**src/rtl/slow_clk_pkg.sv**
```systemverilog
// Shared types and defaults for the slow-clock receiver (edge_sync + slow_clk_recv).
package slow_clk_pkg;

  typedef enum logic [2:0] {IDLE, MEASURE, TRACK, LOCKED, LOST} sc_state_t;

  localparam int SC_CNT_W   = 20;
  localparam int SC_TIMEOUT = 2**19;
  localparam int SC_TOL     = 4;

  function automatic logic [31:0] sc_abs_diff(input logic [31:0] a, input logic [31:0] b);
    return (a > b) ? a - b : b - a;
  endfunction

endpackage

```
**src/rtl/edge_sync.sv**
```systemverilog
// Synchronizes the asynchronous slow clock into clk, optionally glitch-filters it
// (SLOW_CLK_FILTER_EN), and emits registered 1-cycle rise/fall pulses.
module edge_sync #(
  parameter int SYNC_STAGES = 2,
  parameter int FILT_LEN    = 3
) (
  input  logic clk,
  input  logic reset,
  input  logic slow_in,
  output logic level,
  output logic rise_pulse,
  output logic fall_pulse
);

  if (SYNC_STAGES < 2 || FILT_LEN < 1) begin : g_bad_param
    $error("edge_sync: SYNC_STAGES must be >= 2 and FILT_LEN >= 1");
  end

  logic [SYNC_STAGES-1:0] sync_q;
  logic                   synced;
  logic                   prev;

  // NOTE: asynchronous reset sits in the sensitivity list so it acts without a clock edge.
  always_ff @(posedge clk or posedge reset) begin
    if (reset) begin
      sync_q <= '0;
    end else begin
      // NOTE: non-blocking assignment makes every stage sample the old value of the one before it.
      sync_q <= {sync_q[SYNC_STAGES-2:0], slow_in};
    end
  end

  assign synced = sync_q[SYNC_STAGES-1];

`ifdef SLOW_CLK_FILTER_EN
  localparam int FW = (FILT_LEN > 1) ? $clog2(FILT_LEN) : 1;

  logic [FW-1:0] filt_cnt;
  logic          level_q;

  // level follows the synced input only after it has disagreed for FILT_LEN straight cycles.
  always_ff @(posedge clk or posedge reset) begin
    if (reset) begin
      filt_cnt <= '0;
      level_q  <= 1'b0;
    end else if (synced == level_q) begin
      filt_cnt <= '0;
    end else if (filt_cnt == FW'(FILT_LEN - 1)) begin
      filt_cnt <= '0;
      level_q  <= synced;
    end else begin
      filt_cnt <= filt_cnt + 1'b1;
    end
  end

  assign level = level_q;
`else
  assign level = synced;
`endif

  always_ff @(posedge clk or posedge reset) begin
    if (reset) begin
      prev       <= 1'b0;
      rise_pulse <= 1'b0;
      fall_pulse <= 1'b0;
    end else begin
      prev       <= level;
      rise_pulse <= level & ~prev;
      fall_pulse <= ~level & prev;
    end
  end

endmodule

```
**src/rtl/slow_clk_recv.sv**
```systemverilog
// Slow-clock receiver: edge pulses in the clk domain, rise-to-rise period measurement,
// lock/loss tracking. Define SLOW_CLK_FILTER_EN to enable the FILT_LEN glitch filter.
module slow_clk_recv
  import slow_clk_pkg::*;
#(
  parameter int CNT_W       = SC_CNT_W,
  parameter int SYNC_STAGES = 2,
  parameter int TIMEOUT     = SC_TIMEOUT,
  parameter int TOL         = SC_TOL,
  parameter int LOCK_COUNT  = 2,
  parameter int FILT_LEN    = 3
) (
  input  logic             clk,
  input  logic             reset,
  input  logic             slow_in,
  output logic             level,
  output logic             rise_pulse,
  output logic             fall_pulse,
  output logic [CNT_W-1:0] period,
  output logic             period_valid,
  output logic             locked,
  output logic             lost
);

  if (LOCK_COUNT < 1 || TIMEOUT >= 2**CNT_W) begin : g_bad_param
    $error("slow_clk_recv: LOCK_COUNT must be >= 1 and TIMEOUT < 2**CNT_W");
  end

  localparam int               MW        = $clog2(LOCK_COUNT + 1);
  localparam logic [CNT_W-1:0] CNT_MAX   = '1;
  localparam logic [CNT_W-1:0] TIMEOUT_V = CNT_W'(TIMEOUT);

  sc_state_t        state;
  logic [CNT_W-1:0] cnt_p;
  logic [CNT_W-1:0] cnt_e;
  logic [CNT_W-1:0] cnt_e_nxt;
  logic [CNT_W-1:0] period_new;
  logic [MW-1:0]    match;
  logic             period_ok;
  logic             timeout;

  edge_sync #(
    .SYNC_STAGES (SYNC_STAGES),
    .FILT_LEN    (FILT_LEN)
  ) u_edge_sync (
    .clk        (clk),
    .reset      (reset),
    .slow_in    (slow_in),
    .level      (level),
    .rise_pulse (rise_pulse),
    .fall_pulse (fall_pulse)
  );

  // NOTE: every always_comb output gets a value on every path, so no latch is inferred.
  always_comb begin
    period_new = (cnt_p == CNT_MAX) ? CNT_MAX : cnt_p + 1'b1;
    period_ok  = sc_abs_diff(32'(period_new), 32'(period)) <= 32'(TOL);
    if (rise_pulse || fall_pulse) begin
      cnt_e_nxt = '0;
    end else if (cnt_e == CNT_MAX) begin
      cnt_e_nxt = cnt_e;
    end else begin
      cnt_e_nxt = cnt_e + 1'b1;
    end
    // Timeout fires on the edge cnt_e reaches TIMEOUT; an edge pulse clears it first.
    timeout = (cnt_e_nxt == TIMEOUT_V);
  end

  always_ff @(posedge clk or posedge reset) begin
    if (reset) begin
      cnt_p <= '0;
      cnt_e <= '0;
    end else begin
      cnt_e <= cnt_e_nxt;
      if (rise_pulse) begin
        cnt_p <= '0;
      end else if (cnt_p != CNT_MAX) begin
        cnt_p <= cnt_p + 1'b1;
      end
    end
  end

  // Comparisons use the old period; the new measurement loads on the same edge.
  always_ff @(posedge clk or posedge reset) begin
    if (reset) begin
      state        <= IDLE;
      period       <= '0;
      period_valid <= 1'b0;
      match        <= '0;
      locked       <= 1'b0;
      lost         <= 1'b0;
    end else if (rise_pulse) begin
      period <= period_new;
      case (state)
        IDLE: state <= MEASURE;
        MEASURE: begin
          state        <= TRACK;
          period_valid <= 1'b1;
          match        <= '0;
        end
        TRACK: begin
          if (period_ok) begin
            match <= match + 1'b1;
            if (match == MW'(LOCK_COUNT - 1)) begin
              state  <= LOCKED;
              locked <= 1'b1;
            end
          end else begin
            match <= '0;
          end
        end
        LOCKED: begin
          if (!period_ok) begin
            state  <= TRACK;
            locked <= 1'b0;
            match  <= '0;
          end
        end
        LOST: begin
          state        <= MEASURE;
          period_valid <= 1'b0;
          lost         <= 1'b0;
        end
        default: state <= IDLE;
      endcase
    end else if (timeout && (state inside {MEASURE, TRACK, LOCKED})) begin
      state  <= LOST;
      lost   <= 1'b1;
      locked <= 1'b0;
    end
  end

endmodule

```
**config.mk**
```make
export PLATFORM = sky130hd
export DESIGN_NAME = slow_clk_recv
export DESIGN_NICKNAME = d
export VERILOG_FILES = /design/src/rtl/slow_clk_pkg.sv /design/src/rtl/edge_sync.sv /design/src/rtl/slow_clk_recv.sv
export SDC_FILE = /design/constraint.sdc
export NUM_CORES = 1
export LEC_CHECK = 0
export BUFFER_PORTS_ARGS = -buffer_cell sky130_fd_sc_hd__buf_2
export CAP_MARGIN = 10
export CORE_MARGIN = 2
export CORE_UTILIZATION = 45
export CTS_BUF_LIST = sky130_fd_sc_hd__clkbuf_4 sky130_fd_sc_hd__clkbuf_8
export DETAILED_ROUTE_END_ITERATION = 8
export SYNTH_ARGS = -nofsm -noshare
export SYNTH_HDL_FRONTEND = slang
export SYNTH_SLANG_ARGS = --single-unit
export TNS_END_PERCENT = 100
```
**constraint.sdc**
```tcl
create_clock -name clk -period 6.4 [get_ports clk]
set_clock_uncertainty 0.15 [all_clocks]
set_input_delay 0.32 -clock clk [delete_from_list [all_inputs] [get_ports clk]]
set_output_delay 0.32 -clock clk [all_outputs]
set_load 0.1 [all_outputs]
```
Word level (Yosys, flattened, before mapping)
Cells that the tools add are included.
{"block": "word_totals", "word_cells": 76, "ram_bits": 0, "memories": 0, "latchBits": 0, "in_bits": 3, "out_inout_bits": 26, "mem_bits_ro": 0, "regBits": 73}
{"block": "op_classes", "n_addsub": 5, "n_eq_ne": 15, "bitwise_logic": 4, "n_div": 0, "n_lt_le_gt_ge": 2, "n_shift": 0, "muxes": 25, "reduce_logical": 13, "multipliers": 0}
{"cell": "$mux 20", "count": 5}
{"cell": "$eq 20x20->1 const B", "count": 3}
{"cell": "$sub 20x20->21", "count": 2}
{"cell": "$add 20x1->20 const B", "count": 2}
{"cell": "$le 32x3->1 const B", "count": 1}
{"cell": "$mux 32", "count": 1}
{"cell": "$gt 20x20->1", "count": 1}
{"cell": "$ne 20x20->1 const B", "count": 1}
{"cell": "$mux 3", "count": 5}
{"cell": "$ne 3x3->1 const B", "count": 4}
{"cell": "$pmux 3 s4", "count": 1}
{"cell": "$mux 1", "count": 8}
{"cell": "$eq 3x2->1 const B", "count": 2}
{"cell": "$pmux 2 s3", "count": 1}
{"cell": "$reduce_bool 2->1", "count": 3}
{"cell": "$reduce_and 5->1", "count": 1}
{"cell": "$mux 2", "count": 2}
{"cell": "$ne 2x2->1 const B", "count": 2}
{"cell": "$pmux 1 s2", "count": 2}
{"cell": "$reduce_and 2->1", "count": 2}
{"cell": "$reduce_and 4->1", "count": 1}
{"cell": "$eq 3x1->1 const B", "count": 1}
{"cell": "$eq 3x3->1 const B", "count": 1}
{"cell": "$logic_not 3->1", "count": 1}
{"cell": "other kinds (9)", "count": 11}

Logic depth before layout (Yosys ltp)
{"block": "depth", "word_depth": 8, "mapped_depth": 21, "ltp_nobuf": 18}

Modules after synthesis
From an unflattened synthesis, not the netlist that was laid out.
{"block": "hier_totals", "cells_unflattened": 713, "area_unflattened_um2": 5708.0}
{"module": "slow_clk_recv", "cells_each": 705, "area_per_inst_um2": 5564.1, "n_inst": 1, "seq_area_each_um2": 1701.6}
{"module": "edge_sync", "cells_each": 8, "area_per_inst_um2": 143.9, "n_inst": 1, "seq_area_each_um2": 125.1}

Worst setup path before layout
Ideal clock, no wire load.
{"block": "synth_timing", "kind": "reg-to-reg", "start": "register cnt_p[0]", "end": "register match[0]", "required_ps": 6172, "t_arrival_ps": 4598, "n_path_buf": 4, "path_stages_with_launch": 22, "synth_period_minus_slack_ps": 4825, "path_slack_ps": 1575, "setup_time_ps": 78, "cell_sequence": "dfrtp_1 > ha_1 > nand3_1 > or3_1 > clkbuf_1 > or3_1 > clkbuf_1 > clkbuf_1 > and2_1 > inv_1 > ha_1 > clkbuf_8 > a21oi_1 > o22a_2 > a311oi_1 > a2111o_1 > or4_1 > nor4_2 > nand4_2 > a2111oi_4 > a31o_1 > o2bb2ai_1"}
{"block": "synth_via", "elab_chain_cells": 7, "word_cells_on_any_way": 12, "classes_between": "add/sub: 3; order compare: 2; eq/ne: 2; mux: 4; reduce/logical: 1"}
{"item": "start, declared", "line_no": "slow_clk_recv.sv:34", "rtl": "logic [CNT_W-1:0] cnt_p;"}
{"item": "start signal, assigned", "line_no": "slow_clk_recv.sv:78", "rtl": "cnt_p <= cnt_p + 1'b1;"}
{"item": "$add 20x1->20 / $eq 20x20->1 (equally long branches)", "line_no": "slow_clk_recv.sv:56", "rtl": "period_new = (cnt_p == CNT_MAX) ? CNT_MAX : cnt_p + 1'b1;"}
{"item": "$mux 20 (*)", "line_no": "slow_clk_recv.sv:56"}
{"item": "named net period_new[5]", "line_no": "slow_clk_recv.sv:37", "rtl": "logic [CNT_W-1:0] period_new;"}
{"item": "$sub 20x20->21 / $gt 20x20->1 (equally long branches)", "line_no": "slow_clk_pkg.sv:11", "rtl": "return (a > b) ? a - b : b - a;"}
{"item": "$mux 32 (*)", "line_no": "slow_clk_pkg.sv:11"}
{"item": "$le 32x3->1 (*)", "line_no": "slow_clk_recv.sv:57", "rtl": "period_ok = sc_abs_diff(32'(period_new), 32'(period)) <= 32'(TOL);"}
{"item": "$mux 2 / $ne 2x2->1 (equally long branches)"}
{"item": "$pmux 2 s3 / $reduce_and 3->1 (equally long branches)"}
{"item": "end signal, assigned", "line_no": "slow_clk_recv.sv:103", "rtl": "match <= match + 1'b1;"}
{"item": "end, declared", "line_no": "slow_clk_recv.sv:38", "rtl": "logic [MW-1:0] match;"}
The timed path passes the listed nets; every way through them passes the cells marked *.
A chain may end at the register's enable or synchronous reset.

Final worst setup path
Ends and elaborated chain as after synthesis.

==> run_summary.xml <==
<?xml version="1.0" encoding="UTF-8"?>
<metrics>
  <group name="status">
    <metric name="status" unit="">complete, no violations</metric>
  </group>
  <group name="setup_path">
    <metric name="crit_chain" unit="">ha_1 &gt; nand3_1 &gt; or3_1 &gt; or3_1 &gt; o21a_1 &gt; inv_1 &gt; ha_1 &gt; a21o_1 &gt; a21o_1 &gt; a21oi_1 &gt; nor2_1 &gt; or4_1 &gt; nor4_2 &gt; nand4_2 &gt; a2111oi_4 &gt; a41oi_1 &gt; o2bb2ai_1</metric>
    <metric name="timing.critical_path.slowest_stage_cell" unit="">sky130_fd_sc_hd__or3_1</metric>
    <metric name="crit_path_leading_delay_family" unit="">simple AND/OR/NAND/NOR gates</metric>
    <metric name="critPathArrivalTime" unit="ns">5.75</metric>
    <metric name="timing.critical_path.buf_inv" unit="">1</metric>
    <metric name="setup.worst_path.end_class" unit="">flip-flop</metric>
    <metric name="timing.critical_path.required" unit="ns">6.54</metric>
    <metric name="cpPeakStageDelay" unit="ns">0.65</metric>
    <metric name="critPathKind" unit="">reg -&gt; reg</metric>
    <metric name="start_kind" unit="">flip-flop</metric>
    <metric name="timing.critical_path.fanout_max" unit="">19</metric>
  </group>
  <group name="power">
    <metric name="sequentialPowerShare" unit="%">31.0</metric>
    <metric name="vdd_drop_max" unit="uV">232</metric>
    <metric name="leakagePower" unit="nW">3.04</metric>
    <metric name="power.share.switching" unit="%">41.9</metric>
    <metric name="power_density" unit="mW/mm2">277</metric>
    <metric name="pwr-share-clk" unit="%">25.7</metric>
    <metric name="totalPowerFinal" unit="mW">1.75</metric>
    <metric name="power.net_switching" unit="mW">0.732</metric>
    <metric name="cellInternalPower" unit="mW">1.01</metric>
    <metric name="combinationalPowerShare" unit="%">43.3</metric>
  </group>
  <group name="floorplan">
    <metric name="die_y" unit="um">118</metric>
    <metric name="die_width" unit="um">118</metric>
    <metric name="placeableCoreArea" unit="mm2">0.0127</metric>
    <metric name="io-pin-count" unit="">29</metric>
    <metric name="design.die.area" unit="mm2">0.0140</metric>
    <metric name="fp-row-count" unit="">41</metric>
    <metric name="start_util" unit="%">46.4</metric>
  </group>
  <group name="synth">
    <metric name="yosysWarnings" unit="">0</metric>
    <metric name="syn_nets" unit="">760</metric>
    <metric name="synth.distinct_cells" unit="">77</metric>
    <metric name="synthFlopType" unit="">sky130_fd_sc_hd__dfrtp_1</metric>
    <metric name="synth-seq-area-share" unit="%">31.0</metric>
    <metric name="count_of_flip_flops_with_a_built_in_enable_after_synthesis" unit="">0</metric>
    <metric name="syn_area" unit="mm2">0.00588</metric>
    <metric name="syn_area_per_cell" unit="um2">8.24</metric>
    <metric name="synth-seq-cells" unit="">73</metric>
    <metric name="share_of_flip_flops_with_an_asynchronous_set_or_reset" unit="%">100</metric>
    <metric name="postSynthCellCount" unit="">714</metric>
  </group>
  <group name="sta">
    <metric name="slew_headroom" unit="%">39.1</metric>
    <metric name="fin_crit_sh" unit="%">87.7</metric>
    <metric name="slew_violations" unit="">0</metric>
    <metric name="rsz0062_at_grt" unit="">false</metric>
    <metric name="final_period_minus_worst_setup_slack" unit="ns">5.61</metric>
    <metric name="final.hold.worst_slack" unit="ns">0.0731</metric>
    <metric name="finalSetupViolations" unit="">0</metric>
    <metric name="worst_pin_slew" unit="ns">0.913</metric>
    <metric name="fin_setup_tns" unit="ns">0</metric>
    <metric name="hold_violations" unit="">0</metric>
    <metric name="max_freq" unit="MHz">178</metric>
  </group>
  <group name="detailed_routing">
    <metric name="route.vias.total" unit="">5110</metric>
    <metric name="first_iter_violations" unit="">393</metric>
    <metric name="antenna_left" unit="">0</metric>
    <metric name="dr.pass1.iters" unit="">5</metric>
    <metric name="drcViolationCount" unit="">0</metric>
    <metric name="finalWirelength" unit="um">14400</metric>
    <metric name="wl_per_cell" unit="um">16.0</metric>
    <metric name="route.detailed.vias_per_inst" unit="">5.67</metric>
  </group>
  <group name="finish">
    <metric name="n_antenna_cell" unit="">0</metric>
    <metric name="final_cell_mix" unit="">sky130_fd_sc_hd__nor2_1 (86), sky130_fd_sc_hd__dfrtp_1 (72), sky130_fd_sc_hd__a21oi_1 (60)</metric>
    <metric name="flow.area_growth_from_synthesis" unit="%">7.14</metric>
    <metric name="finalNetCount" unit="">771</metric>
    <metric name="mostFrequentLayoutCell" unit="">sky130_fd_sc_hd__nor2_1</metric>
    <metric name="fin_util" unit="%">49.8</metric>
    <metric name="layout-drive-gt1-share" unit="%">10.1</metric>
  </group>
  <group name="cts">
    <metric name="cts_tree" unit="">built</metric>
    <metric name="cts_made_buffers" unit="">9</metric>
    <metric name="clkTransAtPathRegs" unit="ns">0.08</metric>
    <metric name="post_cts.resized_instances" unit="">0</metric>
    <metric name="cts_max_path_bufs" unit="">2</metric>
    <metric name="clock-sinks" unit="">73</metric>
    <metric name="cts-root-buf" unit="">sky130_fd_sc_hd__clkbuf_8</metric>
    <metric name="clk-insertion-delay-late" unit="ns">0.37</metric>
    <metric name="cts-htree-levels" unit="">3</metric>
  </group>
  <group name="run">
    <metric name="max_cap_violations" unit="">0</metric>
  </group>
  <group name="global_route">
    <metric name="globalRouteTotalUtil" unit="%">21.4</metric>
    <metric name="antenna_found_initial" unit="">0</metric>
    <metric name="overflow" unit="">0</metric>
    <metric name="grt_pass1_vias" unit="">4849</metric>
    <metric name="first_pass_grt_wire_length" unit="um">24300</metric>
    <metric name="grt_start_max_net_pins" unit="">74</metric>
  </group>
  <group name="hold_path">
    <metric name="hp-class" unit="">in -&gt; async</metric>
  </group>
  <group name="place">
    <metric name="finalWeightedCongestion" unit="">0.954</metric>
    <metric name="dp.final_hpwl" unit="um">10800</metric>
    <metric name="io_buffer_count" unit="">28</metric>
  </group>
</metrics>
[Yosys cell counts (8+ instances only)]
| cell | count | area, um2 |
|---|---|---|
| sky130_fd_sc_hd__inv_1 | 53 | 199 |
| sky130_fd_sc_hd__and2_1 | 13 | 81.3 |
| sky130_fd_sc_hd__nor2_1 | 86 | 323 |
| sky130_fd_sc_hd__xor2_1 | 26 | 228 |
| sky130_fd_sc_hd__dfrtp_1 | 73 | 1830 |
| sky130_fd_sc_hd__o21a_1 | 15 | 113 |
| sky130_fd_sc_hd__ha_1 | 43 | 538 |
| sky130_fd_sc_hd__clkbuf_1 | 15 | 56.3 |
| sky130_fd_sc_hd__a21o_1 | 10 | 75.1 |
| sky130_fd_sc_hd__xnor2_1 | 15 | 131 |
| sky130_fd_sc_hd__nand2_1 | 55 | 206 |
| sky130_fd_sc_hd__a31oi_1 | 8 | 50.1 |
| sky130_fd_sc_hd__nand3_1 | 21 | 105 |
| sky130_fd_sc_hd__a21oi_1 | 60 | 300 |
| sky130_fd_sc_hd__o21ai_0 | 41 | 205 |
| sky130_fd_sc_hd__nand4_1 | 14 | 87.6 |
| sky130_fd_sc_hd__and3_1 | 18 | 113 |
| sky130_fd_sc_hd__nor2b_1 | 9 | 56.3 |
[flip-flops by register name, indices dropped and copies added (netlist names)]
signal	cells
match	2
cnt_p	20
u_edge_sync.rise_pulse	1
u_edge_sync.fall_pulse	1
period_valid	1
state	3
cnt_e	20
period	20
locked	1
u_edge_sync.prev	1
u_edge_sync.sync_q	2
lost	1
[layout make-up]
class / instances / area [um2]
Clock inverter: 5 / 103
Timing Repair Buffer: 32 / 173
Tap cell: 172 / 215
Sequential cell: 73 / 1830
Multi-Input combinational cell: 556 / 3640
Inverter: 53 / 199
Clock buffer: 11 / 145
Fill cell: 1270 / 6370
[worst paths after layout]
path,slack (ns),end,cells past startpoint,start
worst max-delay path,0.79,match[0]$_DFFE_PP0P_,17,cnt_p[0]$_DFFE_PP0P_
worst min-delay path,0.07,cnt_p[13]$_DFFE_PP0P_,3,reset
worst max register to register,0.79,match[0]$_DFFE_PP0P_,17,cnt_p[0]$_DFFE_PP0P_
worst min register to register,0.21,u_edge_sync.sync_q[1]$_DFF_PP0_,0,u_edge_sync.sync_q[0]$_DFF_PP0_
max in group asynchronous,5.39,u_edge_sync.rise_pulse$_DFF_PP0_,3,reset
min in group clk,0.21,u_edge_sync.sync_q[1]$_DFF_PP0_,0,u_edge_sync.sync_q[0]$_DFF_PP0_
[through the flow]
stage	std cells	setup WS [ns]	cell area [um2]
floorplan	714	1.57	5880
global placement	885	1.04	6050
detailed placement	885	0.902	6050
CTS	902	0.853	6300
global route	902	0.337	6300
finish	902	0.790	6300
[power groups by stage]
stage	clock, mW	sequential [mW]	combinational, mW
after floorplan	0	0.671	0.484
after global placement	0	0.548	0.749
after detailed placement	0	0.551	0.741
after CTS	0.462	0.542	0.745
after global routing	0.482	0.549	0.819
final	0.449	0.541	0.755
[layer usage]
metal  wire length (um)  up-vias  global-route usage, %
met1               6990     2400                   30.1
met4                310        0                   7.61
li1                   -     2547                      -
met2               6390      138                   32.3
met5                  0        -                      0
met3                748       25                   4.58
[cells by family after synthesis]
| kind of cell | synth area share, % |
|---|---|
| buffers and inverters | 7.06 |
| DFF | 31.0 |
| and+or+nand+nor | 23.3 |
| adders and majority gates | 9.14 |
| xor gates and xnor gates | 6.10 |
| AOI/OAI and AO/OA | 21.7 |
| muxes | 1.59 |
[repair_timing]
item,in CTS,in global routing
buffers inserted,0,0
endpoints found under the hold margin,1,0
hold buffers,1,0
[worst reg2reg max path, cell delays in order, from the launching register on]
cell	delay, ns
sky130_fd_sc_hd__dfrtp_1	0.41
sky130_fd_sc_hd__ha_1	0.21
sky130_fd_sc_hd__nand3_1	0.16
sky130_fd_sc_hd__or3_1	0.50
sky130_fd_sc_hd__or3_1	0.65
sky130_fd_sc_hd__o21a_1	0.25
sky130_fd_sc_hd__inv_1	0.07
sky130_fd_sc_hd__ha_1	0.38
sky130_fd_sc_hd__a21o_1	0.29
sky130_fd_sc_hd__a21o_1	0.19
sky130_fd_sc_hd__a21oi_1	0.44
sky130_fd_sc_hd__nor2_1	0.08
sky130_fd_sc_hd__or4_1	0.50
sky130_fd_sc_hd__nor4_2	0.25
sky130_fd_sc_hd__nand4_2	0.19
sky130_fd_sc_hd__a2111oi_4	0.44
sky130_fd_sc_hd__a41oi_1	0.19
sky130_fd_sc_hd__o2bb2ai_1	0.19
Note: power is estimated with default switching activity, not from simulation.
